$ cat src/rtl/mod_counter_updown.sv
// Parametrised modulo up/down counter with clock enable, synchronous load,
// optional saturation and a combinational carry/borrow terminal-count strobe.
module mod_counter_updown #(
  parameter int unsigned     N        = 4,
  parameter longint unsigned MOD      = 64'd1 << N,
  parameter longint unsigned INIT     = 64'd0,
  parameter bit              SATURATE = 1'b0
) (
  input  logic         clk_i,
  input  logic         reset_i,
  input  logic         ce_i,
  input  logic         up_i,
  input  logic         ld_i,
  input  logic [N-1:0] data_i,
  output logic [N-1:0] o_o,
  output logic         cout_o
);

  localparam logic [N-1:0] MAX_C  = N'(MOD - 64'd1);
  localparam logic [N-1:0] INIT_C = N'(INIT);
  // Full-range modulus wraps through plain N-bit overflow, so no compare path.
  localparam bit FULL_RANGE = (MOD == (64'd1 << N));

  logic [N-1:0] o_q;
  logic [N-1:0] o_d;
  logic         at_top;
  logic         at_bot;
  logic         term;
  logic         load_ok;

  assign at_top  = (o_q == MAX_C);
  assign at_bot  = (o_q == '0);
  assign term    = up_i ? at_top : at_bot;
  assign load_ok = FULL_RANGE || (64'(data_i) < MOD);

  always_comb begin
    o_d = o_q;
    if (reset_i) begin
      o_d = INIT_C;
    end else if (ld_i) begin
      o_d = load_ok ? data_i : MAX_C;
    end else if (ce_i) begin
      if (term && SATURATE) begin
        o_d = o_q;
      end else if (term && !FULL_RANGE) begin
        o_d = up_i ? '0 : MAX_C;
      end else begin
        o_d = up_i ? (o_q + 1'b1) : (o_q - 1'b1);
      end
    end
  end

  always_ff @(posedge clk_i) begin
    o_q <= o_d;
  end

  assign o_o    = o_q;
  assign cout_o = ~reset_i & ~ld_i & ce_i & term;

endmodule

$ cat config.mk
export PLATFORM = sky130hd
export DESIGN_NAME = mod_counter_updown
export DESIGN_NICKNAME = d
export VERILOG_FILES = /design/src/rtl/mod_counter_updown.sv
export SDC_FILE = /design/constraint.sdc
export NUM_CORES = 1
export LEC_CHECK = 0
export ABC_AREA = 1
export CAP_MARGIN = 5
export CORE_AREA = 2 2 39 41
export DETAILED_ROUTE_END_ITERATION = 16
export DIE_AREA = 0 0 41 43
export GPL_ROUTABILITY_DRIVEN = 0
export SLEW_MARGIN = 10
export SYNTH_ARGS = -nofsm -noshare
export SYNTH_HDL_FRONTEND = slang
export SYNTH_SLANG_ARGS = --single-unit
export TNS_END_PERCENT = 30
$ cat constraint.sdc
create_clock -name clk_i -period 1.7 [get_ports clk_i]
set_input_delay 0.17 -clock clk_i [delete_from_list [all_inputs] [get_ports clk_i]]
set_output_delay 0.17 -clock clk_i [all_outputs]
set_load 0.03 [all_outputs]
==> metrics.md <==
| Metric | Value |
|---|---|
| Critical Path Max Stage Delay | `720 ps` |
| Max VDD drop | `350 µV` |
| Cell count after synthesis | `51` |
| Setup Crit Path Kind | `flop to primary output` |
| Post-layout util | `0.379` |
| Multi-input logic area | `206 µm²` |
| CTS tree | `built` |
| Clock buffer depth | `2` |
| Delay-heaviest family, CP | `buffers and inverters` |
| Design Power | `351 µW` |
| Crit start category | `flop` |
| Sequential Area | `80.1 µm²` |
| Max reg flops | `4` |
| Filler cells | `158` |
| Slew Limit Headroom | `0.798` |
| Vias | `383` |
| Post-synth top area share | `0.253` |
| First-pass GRT wire length | `1280 µm` |
| Largest net degree at the start of global routing | `7` |
| Area growth syn-to-layout | `65.6%` |
| Core Area | `1380 µm²` |
| H-tree Lvls | `1` |
| Layout cells sized above 1 | `0.125` |
| Post-CTS setup buffers | `0` |
| Final setup TNS | `0 ps` |
| Die W | `41 µm` |
| Clk Latency, worst-skew pair | `230 ps` |
| Synth warn | `0` |
| Slowest CP cell | `clkdlybuf4s50_1` |
| 1st-pass router iterations | `4` |
| Vias in the first global route | `328` |
| Initial Util | `0.229` |
| Worst-path clk slew | `40 ps` |
| Syn Area/Cell | `6.21 µm²` |
| Wire length after detailed routing | `809 µm` |
| Final min period | `1580 ps` |
| Flops & latches, synth | `4` |
| Worst min path class | `input pin to flop` |
| Worst Path Arrival | `1410 ps` |
| Area after DPL | `502 µm²` |
| Cts hold-fix bufs | `0` |
| Sequential area share after synthesis | `0.253` |
| Final period util | `0.927` |
| Worst Max-Slew Pin Slew | `303 ps` |
| Setup violators final | `0` |
| Die ar. | `1760 µm²` |
| WL/cell | `9.19 µm` |
| NumNets Final | `86` |
| Root cell of the clock tree | `clkbuf_4` |
| CP Cell Sequence | `clkdlybuf4s50_1` |
| Gr usage total | `0.104` |
| Clk_skew | `5.68 ps` |
| RSZ-0062 raised after global routing | `false` |
| Post-route DRC | `0` |
| CP required | `1530 ps` |
| Hold Fails Final Rpt | `0` |
| CP bufs+invs | `1` |
| Row count | `14` |
| CP endpoint kind | `primary output` |
| Pins over their slew limit | `0` |
| Status | `completed` |
| Syn Nets | `63` |
| Height of the die | `43 µm` |
| Clk sink count | `4` |
| P per Cell Area | `669 nW/µm²` |
| Post-route design area | `524 µm²` |
| Top post-synthesis cells by area | `dfxtp_1, nand2_1, nand3_1` |
| Antenna Nets Post-Route | `0` |
| Post-CTS sizing | `0` |
| Max Cap Viol | `0` |
| Setup WS post-layout | `123 ps` |
| Diode count | `0` |
| Antenna violations before repair | `0` |
| DR vias/cell | `4.35` |
| Cts bufs inserted | `3` |
| Synth unique cells | `13` |
| Max Freq | `634 MHz` |
| Remaining global-route overflow | `0` |
| Io pins | `14` |
| Setup WS pre-CTS | `66.4 ps` |
| Leak pwr | `0.264 nW` |
| Port bufs | `13` |
| HPWL Detailed | `693 µm` |
| Dominant cell type by area after synthesis | `dfxtp_1` |
| 1st-iter DRT viols | `11` |
| Worst Path Max Fanout | `6` |
| Post-Syn Area | `317 µm²` |
==> worst paths after layout <==
kind                            startpoint  cells past startpoint  slack, ps     end
worst min register to register      o_o[2]                      2        570  o_o[2]
worst max register to register      o_o[0]                      5        430  o_o[1]
worst max-delay path                o_o[0]                      1        120  o_o[0]
worst min-delay path             data_i[2]                      3        520  o_o[2]
==> routing by layer <==
layer  wire length, µm  GRT usage  vias to the layer above
met5                 0          0                        -
met1               376      0.135                      161
met4                 0     0.0200                        0
met2               346      0.166                       19
li1                  -          -                      203
met3                86     0.0314                        0
==> power breakdown <==
part | switching, mW | internal [mW]
logic | 0.0593 | 0.0623
clock network | 0.0365 | 0.0788
registers | 0.0121 | 0.102
==> Yosys cell counts <==
| cell | number |
|---|---|
| nand2_1 | 19 |
| inv_1 | 8 |
| nand3_1 | 6 |
| dfxtp_1 | 4 |
| nor2_1 | 4 |
| a21oi_1 | 2 |
| ha_1 | 2 |
| a22oi_1 | 1 |
| a31oi_1 | 1 |
| fa_1 | 1 |
| nand4_1 | 1 |
| or2_1 | 1 |
| xor2_1 | 1 |
==> layout by cell type (no fill, tap or decap) <==
cell type | netlist | routed
nand2_1 | 19 | 19
clkdlybuf4s50_1 | 0 | 12
inv_1 | 8 | 8
nand3_1 | 6 | 6
buf_4 | 0 | 6
nor2_1 | 4 | 4
dfxtp_1 | 4 | 4
clkbuf_4 | 0 | 3
a21oi_1 | 2 | 2
ha_1 | 2 | 2
nand4_1 | 1 | 1
or2_1 | 1 | 1
a22oi_1 | 1 | 1
xor2_1 | 1 | 1
a31oi_1 | 1 | 1
fa_1 | 1 | 1
==> cell type report <==
class	count	area share
Clock buffer	3	0.0430
Multi-Input combinational cell	39	0.394
Sequential cell	4	0.153
Timing Repair Buffer	18	0.315
Inverter	8	0.0573
Tap cell	16	0.0382
==> kinds of logic after synthesis <==
group | share of synthesized area
AOI/OAI and AO/OA | 0.0751
adders and majority gates | 0.142
DFF | 0.253
and+or+nand+nor | 0.407
xor gates and xnor gates | 0.0277
buffers and inverters | 0.0949
==> through the flow <==
stage / instances / hold WS (ps)
floorplan: 51 / 239
global placement: 85 / 561
detailed placement: 85 / 561
CTS: 88 / 521
global route: 88 / 544
finish: 88 / 523
Note: power is estimated with default switching activity, not from simulation.
==> RTL edit 1, RTL diff (config.mk and constraints unchanged) <==
`SATURATE`: 1'b0 -> 1'b1.
--- a/src/rtl/mod_counter_updown.sv
+++ b/src/rtl/mod_counter_updown.sv
@@ -4,7 +4,7 @@
   parameter int unsigned     N        = 4,
   parameter longint unsigned MOD      = 64'd1 << N,
   parameter longint unsigned INIT     = 64'd0,
-  parameter bit              SATURATE = 1'b0
+  parameter bit              SATURATE = 1'b1
 ) (
   input  logic         clk_i,
   input  logic         reset_i,
Check against the original RTL: not equivalent (Yosys sat finds a counterexample within 4 cycles, from zero or initial values and one cycle with reset_i high).
==> RTL edit 1 against the unedited design <==
Clock power is 5% higher. Count of clock-buffer cells in the layout stayed put. Synthesized cell count is 14% higher. Die area stayed put. Register-to-register slack worse by 0.07 ns. Hold slack better by 0.00097 ns. Via count is 12% higher. Setup slack worse by 0.025 ns. Routed wire length is 13% higher. Area after synthesis is 19% higher. Sequential cell count stayed put. Final area is 11% higher. Utilization is 4.2 points higher. Total power is 14% higher. Critical path type unchanged. Highest routed layer unchanged.
==> RTL edit 1: results (changes against the unedited design) <==
switching_power_as_a_share_of_total_power_pct: 35.7  # was 30.8%
first_global_vias: 421  # was 328
critPathMaxFanout: 7  # was 6
synth.distinct_cells: 17  # was 13
placed_area_sq_um: 558  # was 502 sq um
drt_wl_total_microns: 915  # was 809 microns
drive_above_1_share_pct: 23.1  # was 12.5%
hold-worst-slack_ns: 0.524  # was 0.523 ns
synth.cells.most_frequent: "19 x nand2_1, 6 x inv_1, 6 x nor2_1"  # was 19 x nand2_1, 8 x inv_1, 6 x nand3_1
holdCritStartpoint: "o_o[2]"  # was data_i[2]
nNetsFinal: 92  # was 86
synthesized_area_fraction_occupied_by_ao_oa_aoi_and_oai_cells_pct: 12.3  # was 7.51%
tightest_slew_ns: 0.316  # was 0.303 ns
p_sw_uw: 143  # was 108 uW
fillCellCount: 154  # was 158
globalRouteTotalUtil_pct: 13.9  # was 10.4%
ys_seq_area_share_pct: 21.3  # was 25.3%
cp.arrival_ns: 1.43  # was 1.41 ns
sequentialPower_uw: 121  # was 114 uW
drtIter0Drc: 6  # was 11
worst_clock_skew_ns: 0.0138  # was 0.00568 ns
grt_pass1_wl_mm: 1.66  # was 1.28 mm
num_vias: 429  # was 383
instances_no_fill: 94  # was 88
outcome: "completed"  # unchanged
yosys.area_share.adder_pct: 12.0  # was 14.2%
p_leak_uw: 0.000276  # was 0.000264 uW
tritoncts.num_buffers: 3  # unchanged
holdCritPathClass: "reg2reg"  # was in2reg
placed_instances: 91  # was 85
dp.final_hpwl_microns: 728  # was 693 microns
path_delay_family: "buffers and inverters"  # unchanged
share_clk_of_total_power_pct: 30.1  # was 32.8%
final_core_util_pct: 42.1  # was 37.9%
synth_xor_area_share_pct: 0  # was 2.77%
pre_cts_ws_ns: -0.0865  # was 0.0664 ns
==> RTL edit 1: path summary, 6_finish.rpt <==
| path | endpoint | cells after the start |
|---|---|---|
| setup / recovery | o_o[0] | 1 |
| hold / removal | o_o[2] | 2 |
| setup reg to reg | o_o[1] | 5 |
| hold reg to reg | o_o[2] | 2 |
==> RTL edit 1: cell families after synthesis <==
group,after synthesis
buffers and inverters,7
AOI/OAI and AO/OA,8
DFF,4
adders and majority gates,3
and+or+nand+nor,36
==> RTL edit 1: metal layers <==
| metal | track usage (%) | part of all wire [%] | vias to the layer above |
|---|---|---|---|
| met5 | 0 | 0 | - |
| met4 | 2.00 | 0 | 0 |
| met3 | 7.85 | 6.4 | 0 |
| met2 | 21.3 | 49 | 15 |
| met1 | 17.0 | 45 | 184 |
| li1 | - | - | 230 |
==> RTL edit 1: final cells by class <==
type	count	share of cell area, %
clock buffer	3	3.86
inverter	7	4.51
multi-input combinational	47	47.4
sequential	4	13.7
tap	16	3.43
timing repair buffer	17	27.0
==> RTL edit 2, RTL diff (same flow settings) <==
Without the edit above. Register the output `cout_o`; this adds one clock of latency there. The other outputs are not delayed to match.
--- a/src/rtl/mod_counter_updown.sv
+++ b/src/rtl/mod_counter_updown.sv
@@ -55,7 +55,9 @@
   end
 
   assign o_o    = o_q;
-  assign cout_o = ~reset_i & ~ld_i & ce_i & term;
+  always_ff @(posedge clk_i) begin
+    cout_o <= ~reset_i & ~ld_i & ce_i & term;
+  end
 
 endmodule
 
Formal check against the unedited RTL: not equivalent (Yosys sat finds a counterexample within 4 cycles, from zero or initial values and one cycle with reset_i high).
==> RTL edit 2 against the unedited design <==
Sequential cell count is 1 higher. Setup slack worse by 0.035 ns. Sequential share of layout area is 3.7 points higher. Synthesized cell count is 2.0% higher. Routed wire length is 5.7% higher. Hold slack better by 0.015 ns. Final area is 0.72% higher. Clock power is 19% higher. First-iteration DRC count is 36% lower. Area after synthesis is 6.3% higher. Total power is 12% higher. Critical path type unchanged. Largest cell class unchanged. Highest routed layer is now met4.
==> RTL edit 2: results (changes against the unedited design) <==
crit_reg_reg_endpoint: "o_o[3]"  # was o_o[1]
critPathMaxFanout: 6  # unchanged
drt-wirelength-per-cell_microns: 9.83  # was 9.19 microns
nNetsFinal: 84  # was 86
syn_avg_cell_area_sq_um: 6.47  # was 6.21 sq um
firstDrtPassIters: 4  # unchanged
reg2reg_from: "o_o[2]"  # was o_o[0]
synthesized_area_fraction_occupied_by_ao_oa_aoi_and_oai_cells_pct: 7.06  # was 7.51%
worstHoldEndpoint: "o_o[2]"  # unchanged
drt_wl_total_microns: 855  # was 809 microns
drive_above_1_share_pct: 7.04  # was 12.5%
drtIter0Drc: 7  # was 11
pre_cts_ws_ns: 0.00186  # was 0.0664 ns
ys_seq_area_share_pct: 29.7  # was 25.3%
placement.io_buffers: 13  # unchanged
outcome: "completed"  # unchanged
worst_clock_skew_ns: 0.0000425  # was 0.00568 ns
synth_xor_area_share_pct: 2.60  # was 2.77%
fillCellCount: 160  # was 158
syn_nets: 64  # was 63
post_drt_via_cell_ratio: 4.48  # was 4.35
holdCritPathClass: "in2reg"  # unchanged
p_leak_uw: 0.000257  # was 0.000264 uW
dp.final_hpwl_microns: 674  # was 693 microns
path_delay_family: "buffers and inverters"  # unchanged
cp.arrival_ns: 1.44  # was 1.41 ns
grt_pass1_wl_mm: 1.32  # was 1.28 mm
synth_top_area_cells: "dfxtp_1 30%, nand2_1 21%, nand3_1 8.9%"  # was dfxtp_1 25%, nand2_1 23%, nand3_1 9.5%
tightest_slew_ns: 0.310  # was 0.303 ns
first_global_vias: 298  # was 328
globalRouteTotalUtil_pct: 11.9  # was 10.4%
peakVddDrop_uv: 367  # was 350 uV
yosys.area_share.adder_pct: 13.4  # was 14.2%
tritoncts.num_buffers: 3  # unchanged
placed_instances: 83  # was 85
synth.cells.most_frequent: "19 x nand2_1, 8 x inv_1, 6 x nand3_1"  # unchanged
cts.repair_timing.setup_buffer_count: 0  # unchanged
cts-root-buf: "clkbuf_4"  # unchanged
-- RTL edit 2: metal layers --
layer  track usage (%)  part of all wire [%]
met1              14.2                    48
met2              16.3                    41
met3              8.38                    10
met5                 0                     0
met4              4.00                   1.3
-- RTL edit 2: cell type report --
cell class                      count  area (sq um)  area share (%)
Sequential cell                     5           100            19.0
Timing Repair Buffer               15           145            27.5
Clock buffer                        4          26.3            4.98
Inverter                            8          30.0            5.69
Multi-Input combinational cell     39           206            39.1
Tap cell                           16          20.0            3.79
-- RTL edit 2: per-stage QoR --
step,util [%],cell area (sq um),hold slack (ns)
finish,38.2,528,0.538
CTS,38.2,528,0.528
detailed placement,36.3,502,0.538
global placement,36.3,502,0.539
global route,38.2,528,0.541
floorplan,-,337,0.239
-- RTL edit 2: worst max path at each step --
| stage | from | to | cells past startpoint |
|---|---|---|---|
| 2_1_floorplan | o_o[2] | o_o[3] | 6 |
| 3_3_place_gp | up_i | o_o[2] | 7 |
| 3_5_place_dp | up_i | o_o[3] | 7 |
| 4_1_cts | o_o[0] | o_o[0] | 1 |
| 5_1_grt | o_o[0] | o_o[0] | 1 |
| 6_report | o_o[0] | o_o[0] | 1 |
-- RTL edit 2: cells by family (layout without fill, tap and decap cells) --
group	after synthesis	in the layout
simple gates	31	31
compound gates	4	4
buf+inv	8	27
xor+xnor	1	1
flops	5	5
fa+ha+maj	3	3
-- RTL edit 2: report_power, final --
part | leakage (uW) | internal (uW) | switching [uW]
Combinational | 0.000201 | 58.2 | 57.4
Sequential | 0.0000413 | 126 | 13.7
Clock | 0.0000150 | 88.7 | 48.3
